==> config.mk <==
export PLATFORM = sky130hd
export DESIGN_NAME = store_write_buffer
export DESIGN_NICKNAME = d
export VERILOG_FILES = /design/src/rtl/store_write_buffer.sv
export SDC_FILE = /design/constraint.sdc
export NUM_CORES = 1
export LEC_CHECK = 0
export ABC_AREA = 1
export BUFFER_PORTS_ARGS = -buffer_cell sky130_fd_sc_hd__buf_4
export CORE_MARGIN = 3
export CORE_UTILIZATION = 60
export CTS_CLUSTER_SIZE = 16
export DETAILED_ROUTE_END_ITERATION = 10
export GPL_TIMING_DRIVEN = 0
export PLACE_DENSITY = 0.91
export SLEW_MARGIN = 15
export SYNTH_ARGS = -nofsm -noshare
export SYNTH_HDL_FRONTEND = slang
export SYNTH_SLANG_ARGS = --single-unit
==> constraint.sdc <==
create_clock -name clk -period 4.28 [get_ports clk]
set_input_delay 0.642 -clock clk [delete_from_list [all_inputs] [get_ports clk]]
set_output_delay 0.642 -clock clk [all_outputs]
set_load 0.005 [all_outputs]
==> src/rtl/store_write_buffer.sv <==
// In-order store buffer: captures SW requests, drains them to the memory write port over req/ack, forwards to loads.
// mem_we rises one cycle after the first enqueue into an empty buffer; stall holds the core while all entries are pending.
`timescale 1ns/1ps

`ifndef STATE_DM
`define STATE_DM 3'd3
`endif
`ifndef OP_SW
`define OP_SW 6'h2b
`endif

module store_write_buffer #(
  parameter int DEPTH    = 4,
  parameter int ADDR_W   = 8,
  parameter int DATA_W   = 8,
  parameter int MEM_SIZE = 11
) (
  input  logic              clk,
  input  logic              rst_n,
  input  logic [2:0]        state,
  input  logic [5:0]        opcode,
  input  logic [ADDR_W-1:0] data_addr,
  input  logic [DATA_W-1:0] store_data,
  output logic              stall,
  output logic              fwd_hit,
  output logic [DATA_W-1:0] fwd_data,
  output logic              mem_we,
  output logic [ADDR_W-1:0] mem_waddr,
  output logic [DATA_W-1:0] mem_wdata,
  input  logic              mem_wack,
  output logic              empty,
  output logic              addr_err
);

  localparam int PTR_W = $clog2(DEPTH);
  localparam int CNT_W = $clog2(DEPTH + 1);
  localparam logic [CNT_W-1:0]  FULL_CNT = CNT_W'(DEPTH);
  localparam logic [CNT_W-1:0]  ONE_CNT  = CNT_W'(1);
  localparam logic [PTR_W-1:0]  ONE_PTR  = PTR_W'(1);
  localparam logic [ADDR_W:0]   ADDR_LIM = (ADDR_W + 1)'(MEM_SIZE);

  typedef enum logic {IDLE, WRITE} drain_t;

  drain_t            drain_st;
  logic [ADDR_W-1:0] addr_q [DEPTH];
  logic [DATA_W-1:0] data_q [DEPTH];
  logic [DEPTH-1:0]  valid_q;
  logic [PTR_W-1:0]  rd_ptr;
  logic [PTR_W-1:0]  wr_ptr;
  logic [PTR_W-1:0]  next_rd;
  logic [PTR_W-1:0]  fwd_idx;
  logic [CNT_W-1:0]  count;
  logic              store_req;
  logic              in_range;
  logic              full;
  logic              push;
  logic              pop;

  assign store_req = (state == `STATE_DM) && (opcode == `OP_SW);
  assign in_range  = {1'b0, data_addr} < ADDR_LIM;
  assign full      = (count == FULL_CNT);
  assign push      = store_req && !full && in_range;
  assign pop       = (drain_st == WRITE) && mem_wack;
  assign next_rd   = rd_ptr + ONE_PTR;
  assign stall     = full && store_req;
  assign empty     = (count == '0);

  // Payload storage needs no reset; valid_q alone decides what is live.
  always_ff @(posedge clk) begin
    if (push) begin
      addr_q[wr_ptr] <= data_addr;
      data_q[wr_ptr] <= store_data;
    end
  end

  always_ff @(posedge clk or negedge rst_n) begin
    if (!rst_n) begin
      count    <= '0;
      rd_ptr   <= '0;
      wr_ptr   <= '0;
      valid_q  <= '0;
      addr_err <= 1'b0;
    end else begin
      // push and pop never target the same slot: pop needs count > 0, push needs count < DEPTH
      if (pop) begin
        rd_ptr          <= next_rd;
        valid_q[rd_ptr] <= 1'b0;
      end
      if (push) begin
        wr_ptr          <= wr_ptr + ONE_PTR;
        valid_q[wr_ptr] <= 1'b1;
      end
      case ({push, pop})
        2'b10:   count <= count + ONE_CNT;
        2'b01:   count <= count - ONE_CNT;
        default: count <= count;
      endcase
      if (store_req && !in_range) begin
        addr_err <= 1'b1;
      end
    end
  end

  always_ff @(posedge clk or negedge rst_n) begin
    if (!rst_n) begin
      drain_st  <= IDLE;
      mem_we    <= 1'b0;
      mem_waddr <= '0;
      mem_wdata <= '0;
    end else begin
      case (drain_st)
        IDLE: begin
          if (count != '0) begin
            drain_st  <= WRITE;
            mem_we    <= 1'b1;
            mem_waddr <= addr_q[rd_ptr];
            mem_wdata <= data_q[rd_ptr];
          end
        end
        WRITE: begin
          if (mem_wack) begin
            if (count > ONE_CNT) begin
              mem_waddr <= addr_q[next_rd];
              mem_wdata <= data_q[next_rd];
            end else if (push) begin
              // The only remaining entry is the one being enqueued now; take it from the inputs.
              mem_waddr <= data_addr;
              mem_wdata <= store_data;
            end else begin
              mem_we   <= 1'b0;
              drain_st <= IDLE;
            end
          end
        end
        default: begin
          drain_st <= IDLE;
          mem_we   <= 1'b0;
        end
      endcase
    end
  end

  // Walk oldest to youngest so the last match found is the newest store.
  always_comb begin
    fwd_hit  = 1'b0;
    fwd_data = '0;
    fwd_idx  = rd_ptr;
    for (int i = 0; i < DEPTH; i++) begin
      fwd_idx = rd_ptr + PTR_W'(i);
      if (valid_q[fwd_idx] && (addr_q[fwd_idx] == data_addr)) begin
        fwd_hit  = 1'b1;
        fwd_data = data_q[fwd_idx];
      end
    end
  end

endmodule

==> run summary <==
The synthesized-area fraction occupied by ao, oa, aoi and oai cells was 11.8%. On the final layout, the worst clock skew is 0.0196 ns. The min-delay analysis places its worst path in the category input port to async pin.

The total via count in the routed design is 6,089. The number of I/O port buffers works out to 56. The number of antenna violations at the first check in global routing was 0. The critical path class was flip-flop to output port.

The area of the core came out at 0.00986 mm2. Timing would allow up to 241 MHz. The logs give 0.00504 W for the total power of the final layout and 1.05 for the final RePlAce weighted congestion. By area, the combinational part of the netlist is dominated by simple AND/OR/NAND/NOR gates. The final hold slack was 0.174 ns. Of the available clock period, the critical path in the final layout requires 97.0%. The parity-gate share of the synthesized area counting xor and xnor cells is 2.00%. The tools report the root buffer selected by CTS as clkbuf_8. Using the TritonRoute via totals, the vias-per-cell ratio works out to 5.96. In the layout the commonest cells are nand2_1 (248), nand3_1 (110), o21ai_0 (81).

Of the post-synthesis cell area, the part taken by muxes is 2.78%. At the pin with the least slew margin, the transition time is 0.713 ns. Startpoint type of the worst setup path: a flip-flop. From left edge to right edge, the die measures 107 um. TritonCTS built the clock tree. The tool flagged a number of max-cap violations equal to 0.

After layout, the worst setup slack is 0.127 ns. The cell leakage power is 3.24 nW, and the violation count after the first detailed-route iteration is 835. The final net count was 925; the largest stage delay on the critical path was 0.39 ns. The first global-routing pass estimated 28,000 um of wire. After detailed routing, the number of remaining DRC violations is 0. The post-CTS clock slew at the launch and capture registers of the worst setup and hold paths was 0.10 ns; the starting density of the core was 62.1%. The number of nets handed over by synthesis was 851.

The tree built by TritonCTS fans out to 94 sinks. In this run the power density over the cells is 717 mW/mm2. For the number of detailed-route iterations in the first pass, the log shows 8. For the distinct cell type count of the synthesized netlist, the log shows 30. The tools report the number of max-slew violations in the final report as 0. The Yosys step of the flow raised 0 warnings.

In this run, placement finished with an instance count of 1,003. Dividing the detail-routed wire length by the instance count gives 17.6 um. For the via count of the first global-routing pass, the log shows 5,680.

The most prevalent standard cell on the critical path was nand2_1. In the global route stage, overall resource usage came out at 31.9%. The most common cell after layout, fill and taps aside is nand2_1.

Buffers inserted to repair hold after CTS numbered 0. For the worst setup path, the data arrival time is 3.51 ns. In this run the count of I/O pins placed on the die edge is 57. The post-route minimum period is 4.15 ns, and the required arrival time at the worst endpoint is 3.64 ns. Along the worst path, the maximum fanout reaches 29.

Synthesis produced 810 cells. The sequential share of the synthesized area was 43.6%; the remaining global-route overflow was 0. The flow ran to the end, and the final reports show no timing, DRC or antenna violations. Detailed placement finished with a half-perimeter wire length of 13,100 um.

The maximum number of pins on one net before global-route repair is 31. The logs give 0 for the diode insertion count for antenna repair and 0 for the final count of negative-setup-slack endpoints. The post-synthesis area per instance came out at 7.56 um2.

The critical path capture point type was an output port. The fraction of layout cells with a size suffix above 1 was 13.2%. The floorplan step defined a die boundary enclosing 0.0115 mm2.

The run gives 0 as the number of nets with antenna violations after routing. The clock network latency to the later pin of the worst-skew pair is 0.39 ns. Timing analysis after detailed placement gives a worst setup slack of -0.375 ns.

After Yosys synthesis, and, or, nand and nor cells account for 28.7% of the synthesized area. The post-synthesis to final-layout area growth was 14.8%; the relative max-transition margin was 52.5%. The vertical die dimension was 107 um; the H-tree depth reported by CTS was 3. After Yosys synthesis, full adders, half adders and majority gates account for 2.66% of the synthesized area.

The peak supply drop was 0.396 mV. The finished layout holds 1,022 standard cells, fillers aside. The clock passes through at most 2 buffers. In this run the core area contains 36 standard-cell rows.

In this run, CTS created clock tree buffers numbering 9. The largest individual stage delay along the critical path comes from the cell dfrtp_1. For this block, the routed nets add up to 18,000 um of wire.

The critical path goes through clkbuf_4, inv_4, buf_12, ha_1, clkbuf_4, buf_2, nand3_1, nand3_1, nand2_1, nor2_1, nand3_1, nor2_4, clkbuf_2, a21oi_1, nand2_1, nand2_1, nand2_1, buf_4. The run gives 0 as the number of hold-slack violations in the final timing report. The combined area of all synthesized cells is 0.00612 mm2. The synthesized flop and latch total was 94.
[synthesized netlist by cell type]
cell      count  area share [%]
edfxtp_1     64              31
clkinv_1      1           0.061
xnor2_1       2            0.29
xor2_1       12             1.7
buf_2        12            0.98
nor3_1        2            0.16
nand3_2       1            0.16
nor2_4        3            0.55
inv_2         2            0.12
nand3b_1      1            0.12
or2_2         2            0.20
buf_1         1           0.061
o21bai_1      2            0.25
buf_4         7            0.86
clkbuf_1     18             1.1
o21ai_1       2            0.16
nor2_2        1            0.10
and2_1        1            0.10
a21oi_1      38             3.1
nor2_1       47             2.9
mux2i_1      17             2.8
buf_6         6             1.1
ha_1         13             2.7
a31oi_1      16             1.6
nand4_1       2            0.20
o21ai_0      81             6.6
nand2_1     248              15
inv_1        68             4.2
dfrtp_1      30              12
nand3_1     110             9.0
[cells by family (layout without fill, tap and decap cells)]
kind of cell               after synthesis  count (layout)
AOI/OAI and AO/OA                      139             139
xor gates and xnor gates                14              14
adders and majority gates               13              13
buffers and inverters                  115             194
DFF                                     94              94
muxes                                   17              17
and+or+nand+nor                        418             418
[timing repair]
action,CTS,global route
endpoints found under the setup margin,9,9
pin swaps,1,1
gates resized for setup,3,8
buffers inserted,2,3
[routing by layer]
layer	global-route usage [%]	wire length [um]	vias to the layer above
li1	-	-	2842
met2	50.0	8010	451
met5	0	0	-
met4	14.2	733	0
met1	41.0	6740	2714
met3	9.03	2540	82
[area by class of cell]
type,count,area [um2]
Fill cell,786,2840
Clock buffer,12,166
Multi-Input combinational cell,601,2950
Inverter,71,272
Sequential cell,94,2670
Buffer,42,260
Clock inverter,4,27.5
Timing Repair Buffer,65,515
Tap cell,133,166
[power by group]
group | switching [W] | total (W) | internal [W] | leakage, nW
combinational | 0.00215 | 0.00325 | 0.00111 | 2.23
sequential | 0.0000958 | 0.00119 | 0.00109 | 0.917
clock | 0.000331 | 0.000594 | 0.000263 | 0.0918
total | 0.00257 | 0.00504 | 0.00246 | 3.24
[sequential cells by signal, summed over array words and instances, names as in the netlist]
signal     cells
wr_ptr         2
mem_we         1
rd_ptr         2
count          3
drain_st       1
addr_err       1
addr_q        32
mem_waddr      8
mem_wdata      8
data_q        32
valid_q        4
[through the flow]
step	setup TNS (ns)	util [%]	area [um2]
finish	0	71.2	7030
global route	-0.105	71.2	7030
CTS	-0.0110	70.9	6990
detailed placement	-3.00	68.7	6780
global placement	-2.11	68.0	6710
floorplan	0	-	6120
[worst max-delay path: cells and delay by family, from the launching register on]
kind | cells | cell delay [ns]
flip-flops | 1 | 0.39
buffers and inverters | 7 | 1.37
adder cells (fa/ha/maj) | 1 | 0.28
AND/OR/NAND/NOR | 9 | 0.98
AO/OA/AOI/OAI | 1 | 0.09
[path summary, 6_finish.rpt]
kind	endpoint	depth (start not counted)	slack [ns]	from
worst max register to register	mem_wdata[6]$_DFFE_PN0P_	12	1.30	rd_ptr[1]$_DFFE_PN0P_
worst min-delay path	count[2]$_DFFE_PN0P_	1	0.17	rst_n
worst min register to register	addr_err$_DFFE_PN0P_	1	0.49	addr_err$_DFFE_PN0P_
min in group clk	addr_q[1][1]$_DFFE_PP_	1	0.46	data_addr[1]
max in group asynchronous	valid_q[2]$_DFF_PN0_	1	3.79	rst_n
worst max-delay path	fwd_data[2]	18	0.13	rd_ptr[1]$_DFFE_PN0P_
No activity file was read; power rests on OpenSTA's default activity.
